## config.mk

```make
export PLATFORM = sky130hd
export DESIGN_NAME = rx_timer
export DESIGN_NICKNAME = d
export VERILOG_FILES = /design/src/rtl/rx_timer.sv
export SDC_FILE = /design/constraint.sdc
export NUM_CORES = 1
export LEC_CHECK = 0
export BUFFER_PORTS_ARGS = -buffer_cell sky130_fd_sc_hd__buf_2
export CAP_MARGIN = 20
export CORE_AREA = 2 2 39 41
export DETAILED_ROUTE_END_ITERATION = 10
export DIE_AREA = 0 0 41 43
export RECOVER_POWER = 100
export SKIP_CTS_REPAIR_TIMING = 1
export SYNTH_ARGS = -nofsm -noshare
export SYNTH_HDL_FRONTEND = slang
export SYNTH_SLANG_ARGS = --single-unit
```

## constraint.sdc

```tcl
create_clock -name clk -period 1.9 [get_ports clk]
set_clock_uncertainty 0.1 [all_clocks]
set_input_delay 0.38 -clock clk [delete_from_list [all_inputs] [get_ports clk]]
set_output_delay 0.38 -clock clk [all_outputs]
set_load 0.02 [all_outputs]
```

## src/rtl/rx_timer.sv

```systemverilog
// rx_timer: bit-period timer for the UART receive path.
// Issues one shift_strobe per bit period while enabled, then holds packet_done.
module rx_timer #(
    parameter int unsigned CLKS_PER_BIT = 10,
    parameter int unsigned SAMPLE_POINT = 10,
    parameter int unsigned NUM_BITS     = 9
) (
    input  logic                          clk,
    input  logic                          rst,
    input  logic                          enable_timer,
    output logic                          shift_strobe,
    output logic                          packet_done,
    output logic [$clog2(NUM_BITS+1)-1:0] bit_count
);

    localparam int unsigned CW = $clog2(CLKS_PER_BIT + 1);
    localparam int unsigned BW = $clog2(NUM_BITS + 1);

    localparam logic [CW-1:0] CLK_WRAP   = CW'(CLKS_PER_BIT);
    localparam logic [CW-1:0] CLK_SAMPLE = CW'(SAMPLE_POINT);
    localparam logic [BW-1:0] BIT_LAST   = BW'(NUM_BITS);

    logic [CW-1:0] clk_cnt;
    logic [CW-1:0] clk_cnt_next;
    logic [BW-1:0] bit_cnt;
    logic [BW-1:0] bit_cnt_next;
    logic          at_sample;
    logic          bits_left;

    // Outputs decode registered state, gated by the live enable so they
    // drop in the same cycle the control unit releases the timer.
    always_comb begin
        at_sample    = (clk_cnt == CLK_SAMPLE);
        bits_left    = (bit_cnt < BIT_LAST);
        shift_strobe = enable_timer && at_sample && bits_left;
        packet_done  = enable_timer && (bit_cnt == BIT_LAST);
    end

    // Period counter runs 1..CLKS_PER_BIT; it keeps wrapping after the
    // last bit since the strobe is suppressed by bits_left.
    always_comb begin
        clk_cnt_next = clk_cnt;
        if (!enable_timer) begin
            clk_cnt_next = '0;
        end else if (clk_cnt == CLK_WRAP) begin
            clk_cnt_next = CW'(1);
        end else begin
            clk_cnt_next = clk_cnt + CW'(1);
        end
    end

    always_comb begin
        bit_cnt_next = bit_cnt;
        if (!enable_timer) begin
            bit_cnt_next = '0;
        end else if (shift_strobe) begin
            bit_cnt_next = bit_cnt + BW'(1);
        end
    end

    always_ff @(posedge clk) begin
        if (rst) begin
            clk_cnt <= '0;
            bit_cnt <= '0;
        end else begin
            clk_cnt <= clk_cnt_next;
            bit_cnt <= bit_cnt_next;
        end
    end

    assign bit_count = bit_cnt;

endmodule

```

==> results of run 1 <==
Yosys cell counts, drive strengths merged:
master / count / area [um^2]
nand3: 1 / 5.00
mux2i: 3 / 30.0
nor2b: 1 / 6.26
nor3b: 1 / 7.51
a21boi: 1 / 18.8
nand2: 5 / 18.8
nor2: 2 / 7.51
a31oi: 2 / 12.5
ha: 5 / 62.6
a21oi: 2 / 10.0
inv: 3 / 11.3
nand3b: 1 / 7.51
nand4b: 1 / 8.76
and4b: 3 / 30.0
dfxtp: 8 / 160
a41oi: 1 / 8.76
nor3: 1 / 5.00
or3b: 1 / 8.76
nand2b: 3 / 18.8
path summary, 6_finish.rpt:
check | to | cells past startpoint
setup / recovery | shift_strobe | 5
hold / removal | bit_count[1]$_SDFFE_PP0P_ | 4
setup reg to reg | bit_count[0]$_SDFFE_PP0P_ | 6
hold reg to reg | bit_count[1]$_SDFFE_PP0P_ | 2
metal layers:
layer  GRT usage  vias up
li1            -      192
met1       0.167      177
met2       0.144       11
met3      0.0471        4
met4       0.100        0
met5           0        -
area by class of cell:
cell class | instances | area [um^2]
timing repair buffer | 12 | 76.3
inverter | 3 | 11.3
clock buffer | 3 | 22.5
sequential | 8 | 161
tap | 16 | 20.0
multi-input combinational | 34 | 280
fill | 149 | 812
power by group through the flow:
stage / Clock [mW] / Combinational [mW] / Sequential, mW
final: 0.136 / 0.0176 / 0.172
after global routing: 0.146 / 0.0199 / 0.173
after CTS: 0.138 / 0.0119 / 0.172
after detailed placement: 0 / 0.0119 / 0.176
after global placement: 0 / 0.0118 / 0.176
after floorplan: 0 / 0.00719 / 0.175
cells by family (layout without fill, tap and decap cells):
family | Yosys count | after routing | share of synthesized area
AND/OR/NAND/NOR | 20 | 20 | 0.283
adder cells (fa/ha/maj) | 5 | 5 | 0.143
flip-flops | 8 | 8 | 0.366
AO/OA/AOI/OAI | 6 | 6 | 0.114
buffers and inverters | 3 | 18 | 0.0257
multiplexers | 3 | 3 | 0.0686
flip-flops by register name (all words and copies together) (netlist names):
| register | cells |
|---|---|
| clk_cnt | 4 |
| bit_count | 4 |
critical path, stage by stage, from the launching register on:
cell	delay (ns)
dfxtp_1	0.33
inv_2	0.07
ha_4	0.14
and4b_2	0.25
a21boi_4	0.20
buf_6	0.14
metrics by stage:
step,std cells,instance area (um^2),utilization
final,76,572,0.413
after detailed placement,69,498,0.360
after global routing,76,572,0.413
after floorplan,45,438,-
after CTS,72,520,0.376
after global placement,69,498,0.360
==> results.json, run 1 <==
{
  "hp-class": "primary input to flip-flop",
  "core_um2": 1380,
  "crit_path_start": "clk_cnt[0]$_SDFF_PP0_",
  "grt_pass1_wl_um": 1380,
  "swShare": 0.229,
  "antenna_found_initial": 0,
  "yosys_warnings": 0,
  "cap_violations": 0,
  "fin_crit_sh": 0.977,
  "postRouteAntennaNets": 0,
  "final_cell_mix": "dfxtp_1, buf_2, nand2_1",
  "ir_worst_vdd_mv": 0.300,
  "critical_path_required_ns": 1.42,
  "slew_violations": 0,
  "syn_to_final_growth_pct": 30.6,
  "rows": 14,
  "layout-drive-gt1-share": 0.333,
  "syn-instance-count": 45,
  "cts.sinks": 8,
  "cts_tree": "built",
  "wl_met2_um": 473,
  "power.share.clock": 0.416,
  "drt-total-wl_um": 937,
  "grt_use_total": 0.122,
  "clk_pin_slew_ns": 0.06,
  "finalHoldViolCount": 0,
  "p_comb_frac": 0.054,
  "first_global_vias": 319,
  "antenna_cells": 0,
  "fin_crit_ns": 1.86,
  "power_density_nw_per_um2": 569,
  "max_freq_mhz": 539,
  "routed_via_density": 5.05,
  "p_int_mw": 0.251,
  "wl_met1_um": 412,
  "num_vias": 384,
  "endpoint_kind": "primary output",
  "path_max_fanout": 3,
  "nNetsFinal": 70,
  "setup_viol": 0,
  "p_total_mw": 0.326,
  "hold_start": "rst",
  "arrival_ns": 1.38,
  "status": "finished clean",
  "die_h_um": 43,
  "avgRoutedWirePerCell_um": 12.3,
  "synth-seq-cells": 8,
  "ys_types": 19,
  "syn-num-nets": 53,
  "clk_latency_ns": 0.25,
  "die_x_um": 41,
  "p_leak_nw": 0.240,
  "overflow": 0,
  "die_area_um2": 1760,
  "layout_setup_ws_ns": 0.0441,
  "relSlewSlack": 0.837,
  "rrSetupSlack_ns": 0.44,
  "ios": 9,
  "grt_max_degree": 8,
  "routed.top_layer": "met4",
  "worst_slew_pin_slew_ns": 0.244,
  "pwr-share-seq": 0.529,
  "drt-pass1-iter-count": 4,
  "hpwl_um": 597,
  "netSwitchingPower_mw": 0.0746,
  "worst-setup-path-type": "flip-flop to primary output",
  "h-tree-depth": 1,
  "clk_path_buf_depth": 2,
  "final.setup.tns_ns": 0,
  "root_buffer": "clkbuf_4",
  "io_buffers": 8,
  "drc": 0,
  "drt_iter0_markers": 7,
  "detailedPlace.worstSlack_ns": 0.137,
  "synth_area_um2": 438,
  "gp_congestion": 0.785,
  "wl_met3_um": 29,
  "syn_avg_cell_area_um2": 9.73,
  "initial_utilization": 0.316,
  "startpoint_type": "flip-flop",
  "synth-seq-area-share": 0.366,
  "timing.hold.ws_ns": 0.332,
  "worstReg2RegStart": "clk_cnt[0]$_SDFF_PP0_",
  "cts_buffers": 3
}
No activity file was read; power rests on OpenSTA's default activity.
==> run 2, diff against run 1 <==
--- a/config.mk
+++ b/config.mk
@@ -8,8 +8,11 @@
 export BUFFER_PORTS_ARGS = -buffer_cell sky130_fd_sc_hd__buf_2
 export CAP_MARGIN = 20
 export CORE_AREA = 2 2 39 41
+export CTS_CLUSTER_DIAMETER = 60
 export DETAILED_ROUTE_END_ITERATION = 10
 export DIE_AREA = 0 0 41 43
+export HOLD_SLACK_MARGIN = 0.02
+export PLACE_DENSITY_LB_ADDON = 0.08
 export RECOVER_POWER = 100
 export SKIP_CTS_REPAIR_TIMING = 1
 export SYNTH_ARGS = -nofsm -noshare
==> run 2 against run 1 <==
Design area fell by 0.66%. Highest routed layer is now met3. Via count fell by 5.5%. Non-clock buffer count fell by 1.
==> results.json, run 2 (same netlist as run 1, synthesis figures left out) <==
{
  "status": "finished clean",
  "avgRoutedWirePerCell_um": 12.2,
  "gp_congestion": 0.629,
  "netSwitchingPower_mw": 0.0665,
  "p_total_mw": 0.316,
  "grt_use_total": 0.130,
  "wl_met3_um": 53,
  "endpoint_kind": "primary output",
  "critical_path_required_ns": 1.42,
  "arrival_ns": 1.41,
  "wl_met1_um": 371,
  "cts.sinks": 8,
  "clk_latency_ns": 0.25,
  "routed_via_density": 4.84,
  "drt-pass1-iter-count": 2,
  "worstReg2RegStart": "clk_cnt[0]$_SDFF_PP0_",
  "clk_path_buf_depth": 2,
  "swShare": 0.210,
  "relSlewSlack": 0.846,
  "slew_violations": 0,
  "detailedPlace.worstSlack_ns": 0.113,
  "fillCellCount": 145,
  "fin_crit_sh": 0.994,
  "p_comb_frac": 0.054,
  "die_h_um": 43,
  "cap_violations": 0,
  "num_vias": 363,
  "cts_buffers": 3,
  "syn_to_final_growth_pct": 29.7,
  "holdPathEnd": "bit_count[0]$_SDFFE_PP0P_",
  "finalHoldViolCount": 0,
  "critPathTopFamily": "flip-flops",
  "p_int_mw": 0.250,
  "final.setup.tns_ns": 0,
  "fin_crit_ns": 1.89,
  "worst-setup-path-type": "flip-flop to primary output",
  "postRouteAntennaNets": 0,
  "hold_start": "rst",
  "h-tree-depth": 1,
  "layout-drive-gt1-share": 0.339,
  "drc": 0,
  "cts_tree": "built",
  "pwr-share-seq": 0.544,
  "drt_iter0_markers": 1,
  "cp_slowest_cell": "dfxtp_2",
  "startpoint_type": "flip-flop",
  "ir_worst_vdd_mv": 0.246,
  "routed.top_layer": "met3",
  "hpwl_um": 667,
  "crit_path_start": "clk_cnt[0]$_SDFF_PP0_",
  "hp-class": "primary input to flip-flop",
  "drt-total-wl_um": 913,
  "power_density_nw_per_um2": 557,
  "final_common_cell": "buf_2",
  "path_buf_inv": 2,
  "rr_worst_depth": 6,
  "first_global_vias": 348,
  "overflow": 0,
  "core_um2": 1380,
  "die_area_um2": 1760,
  "grt_max_degree": 8,
  "antenna_found_initial": 0,
  "setup_viol": 0,
  "critPathMaxStageDelay_ns": 0.33,
  "worst-path-stages": 5,
  "wl_met2_um": 487,
  "path_max_fanout": 4,
  "worst_slew_pin_slew_ns": 0.231,
  "io_buffers": 8,
  "die_x_um": 41,
  "rsz0062_at_grt": "yes",
  "worstHoldPathCells": 4,
  "power.share.clock": 0.402,
  "rows": 14,
  "root_buffer": "clkbuf_4",
  "rrSetupSlack_ns": 0.41,
  "path_cells": "inv_2, ha_4, and4b_2, a21boi_4, buf_6",
  "grt_pass1_wl_um": 1470,
  "nNetsFinal": 69,
  "final_cell_mix": "buf_2, dfxtp_1, nand2_1",
  "max_freq_mhz": 530,
  "p_leak_nw": 0.235,
  "layout_setup_ws_ns": 0.0121,
  "clk_pin_slew_ns": 0.06,
  "ios": 9,
  "antenna_cells": 0,
  "regToRegEndpoint": "bit_count[1]$_SDFFE_PP0P_",
  "initial_utilization": 0.316
}
==> run 2: changes by cell type in the layout (fill, tap and decap cells not counted) <==
cell,previous run,this run
buf_4,4,3
dfxtp_1,7,6
dfxtp_4,0,1
==> run 2: worst max path at each step <==
stage	to	slack, ns
2_1_floorplan	shift_strobe	0.34
3_3_place_gp	shift_strobe	0.17
3_5_place_dp	shift_strobe	0.11
4_1_cts	shift_strobe	-0.16
5_1_grt	shift_strobe	-0.07
6_report	shift_strobe	0.01
==> run 2: routing by layer <==
| layer | track usage | vias to the layer above |
|---|---|---|
| met5 | 0 | - |
| met1 | 0.123 | 167 |
| li1 | - | 188 |
| met3 | 0.0628 | 0 |
| met2 | 0.219 | 8 |
| met4 | 0.0600 | 0 |
==> run 2: stage by stage <==
stage	utilization	cells	area, um^2	hold WS [ns]
final	0.410	75	568	0.348
after global routing	0.410	75	568	0.380
after CTS	0.376	72	520	0.339
after detailed placement	0.360	69	498	0.402
after global placement	0.360	69	498	0.379
after floorplan	-	45	438	0.362
==> run 2: area by class of cell <==
class                           instances  area, um^2  share of cell area
Tap cell                               16        20.0              0.0352
Clock buffer                            3        22.5              0.0396
Multi-Input combinational cell         34         280               0.493
Timing Repair Buffer                   11        68.8               0.121
Inverter                                3        11.3              0.0198
Sequential cell                         8         165               0.291
==> run 2: power groups by stage <==
stage               clock (mW)  sequential (mW)  combinational (mW)
floorplan                    0            0.175             0.00719
global placement             0            0.176              0.0116
detailed placement           0            0.176              0.0118
CTS                      0.134            0.172              0.0119
global route             0.150            0.172              0.0191
finish                   0.127            0.172              0.0169
==> run 2: worst reg2reg max path, cell delays in order (launching register included) <==
cell and delay [ns]:
dfxtp_2 0.33, inv_2 0.06, ha_4 0.14, and4b_2 0.27, a21boi_4 0.22, buf_4 0.14
mux2i_1 0.16
==> run 3, diff against run 2 <==
--- a/config.mk
+++ b/config.mk
@@ -12,9 +12,9 @@
 export DETAILED_ROUTE_END_ITERATION = 10
 export DIE_AREA = 0 0 41 43
 export HOLD_SLACK_MARGIN = 0.02
+export MAX_ROUTING_LAYER = met4
 export PLACE_DENSITY_LB_ADDON = 0.08
 export RECOVER_POWER = 100
-export SKIP_CTS_REPAIR_TIMING = 1
 export SYNTH_ARGS = -nofsm -noshare
 export SYNTH_HDL_FRONTEND = slang
 export SYNTH_SLANG_ARGS = --single-unit
==> run 3 against run 2 <==
Count of clock-buffer cells in the layout stayed put. Sequential power about the same. First-iteration DRC count rose to 4.0 times the previous value. Global-route usage grew 0.73 points. Final cell count increased by 2.7%. Design area grew 2.0%. Non-clock buffer count grew 2. Critical path type unchanged. Via count increased by 7.4%. Clock power barely moved. Die area did not move. Hold slack better by 0.0019 ns.
==> results.json, run 3 (same netlist as run 1, synthesis figures left out) <==
{
  "max_freq_mhz": 543,
  "die_h_um": 43,
  "critPathMaxStageDelay_ns": 0.33,
  "cp_slowest_cell": "dfxtp_2",
  "fin_crit_sh": 0.970,
  "grt_pass1_wl_um": 1520,
  "drt-pass1-iter-count": 4,
  "ir_worst_vdd_mv": 0.302,
  "grt_max_degree": 8,
  "first_global_vias": 360,
  "die_area_um2": 1760,
  "overflow": 0,
  "drt_iter0_markers": 4,
  "grt_use_total": 0.137,
  "arrival_ns": 1.36,
  "final_util": 0.419,
  "nNetsFinal": 71,
  "critPathTopFamily": "flip-flops",
  "avgRoutedWirePerCell_um": 12.3,
  "initial_utilization": 0.316,
  "relSlewSlack": 0.845,
  "clk_pin_slew_ns": 0.05,
  "placed_area_um2": 498,
  "setup_viol": 0,
  "fillCellCount": 140,
  "cts.sinks": 8,
  "power_density_nw_per_um2": 546,
  "clk_path_buf_depth": 2,
  "path_buf_inv": 2,
  "fin_cells": 77,
  "root_buffer": "clkbuf_4",
  "slew_violations": 0,
  "postCtsHoldBufs": 0,
  "die_x_um": 41,
  "h-tree-depth": 1,
  "num_vias": 390,
  "dpl.cell_count": 69,
  "status": "finished clean",
  "worst_slew_pin_slew_ns": 0.231,
  "drc": 0,
  "postRouteAntennaNets": 0,
  "final_common_cell": "buf_2",
  "antenna_found_initial": 0,
  "critical_path_required_ns": 1.42,
  "syn_to_final_growth_pct": 32.3,
  "cts_buffers": 3,
  "routed_via_density": 5.06,
  "ios": 9,
  "hpwl_um": 667,
  "path_max_fanout": 4,
  "drt-total-wl_um": 945,
  "io_buffers": 8,
  "clk_latency_ns": 0.25,
  "hp-class": "primary input to flip-flop",
  "cts_tree": "built",
  "finalHoldViolCount": 0,
  "antenna_cells": 0,
  "layout-drive-gt1-share": 0.344,
  "rows": 14,
  "core_um2": 1380,
  "fin_area_um2": 579,
  "gp_congestion": 0.634,
  "path_cells": "inv_2, ha_4, and4b_1, a21boi_4, buf_6",
  "worst-setup-path-type": "flip-flop to primary output",
  "fin_crit_ns": 1.84,
  "cap_violations": 0,
  "final_cell_mix": "buf_2, dfxtp_1, nand2_1, buf_4, ha_1",
  "final.setup.tns_ns": 0,
  "endpoint_kind": "primary output",
  "p_leak_nw": 0.246,
  "startpoint_type": "flip-flop"
}
[run 3: cell types whose count changed in the layout (fill, tap and decap cells not counted)]
cell	before	now
dfxtp_2	1	2
buf_4	3	5
dfxtp_4	1	0
and4b_1	2	3
and4b_2	1	0
[run 3: final cells by class]
class	count	area [um^2]	share of cell area
Clock buffer	3	22.5	0.0389
Tap cell	16	20.0	0.0346
Timing Repair Buffer	13	83.8	0.145
Inverter	3	11.3	0.0194
Multi-Input combinational cell	34	279	0.482
Sequential cell	8	163	0.281
[run 3: worst paths after layout]
| kind | cells after the start | start | end | slack (ns) |
|---|---|---|---|---|
| hold reg to reg | 1 | clk_cnt[0]$_SDFF_PP0_ | clk_cnt[0]$_SDFF_PP0_ | 0.37 |
| setup / recovery | 5 | clk_cnt[0]$_SDFF_PP0_ | shift_strobe | 0.06 |
| setup reg to reg | 7 | clk_cnt[0]$_SDFF_PP0_ | bit_count[2]$_SDFFE_PP0P_ | 0.36 |
| hold / removal | 4 | rst | bit_count[0]$_SDFFE_PP0P_ | 0.35 |
[run 3: routing by layer]
layer | routed length [um] | vias up | GRT usage
met1 | 348 | 182 | 0.126
met5 | 0 | - | -
li1 | - | 192 | -
met2 | 517 | 14 | 0.228
met3 | 64 | 2 | 0.0628
met4 | 14 | 0 | 0.0600
[run 3: power breakdown]
part	internal, mW	switching (mW)
clock	0.0721	0.0546
combinational	0.00826	0.00852
sequential	0.170	0.00265
[run 3: metrics by stage]
stage	setup slack, ns	hold WS [ns]	power (mW)
CTS	0.00432	0.339	0.319
global route	-0.00913	0.380	0.342
floorplan	0.337	0.362	0.183
finish	0.0571	0.350	0.317
detailed placement	0.113	0.402	0.188
global placement	0.169	0.379	0.187
[run 3: worst register-to-register path: stages, from the launching register on]
cell,delay [ns]
dfxtp_2,0.35
inv_2,0.05
ha_4,0.16
and4b_1,0.21
buf_4,0.14
buf_4,0.13
and4b_1,0.18
nor3_1,0.13
[run 3: what timing repair did]
| item | in CTS | in global routing |
|---|---|---|
| setup endpoints to repair | 1 | 1 |
| setup buffers | 2 | 3 |
| pin swaps | 1 | 1 |
| endpoints found under the hold margin | 0 | 0 |
| resized for setup | 5 | 2 |
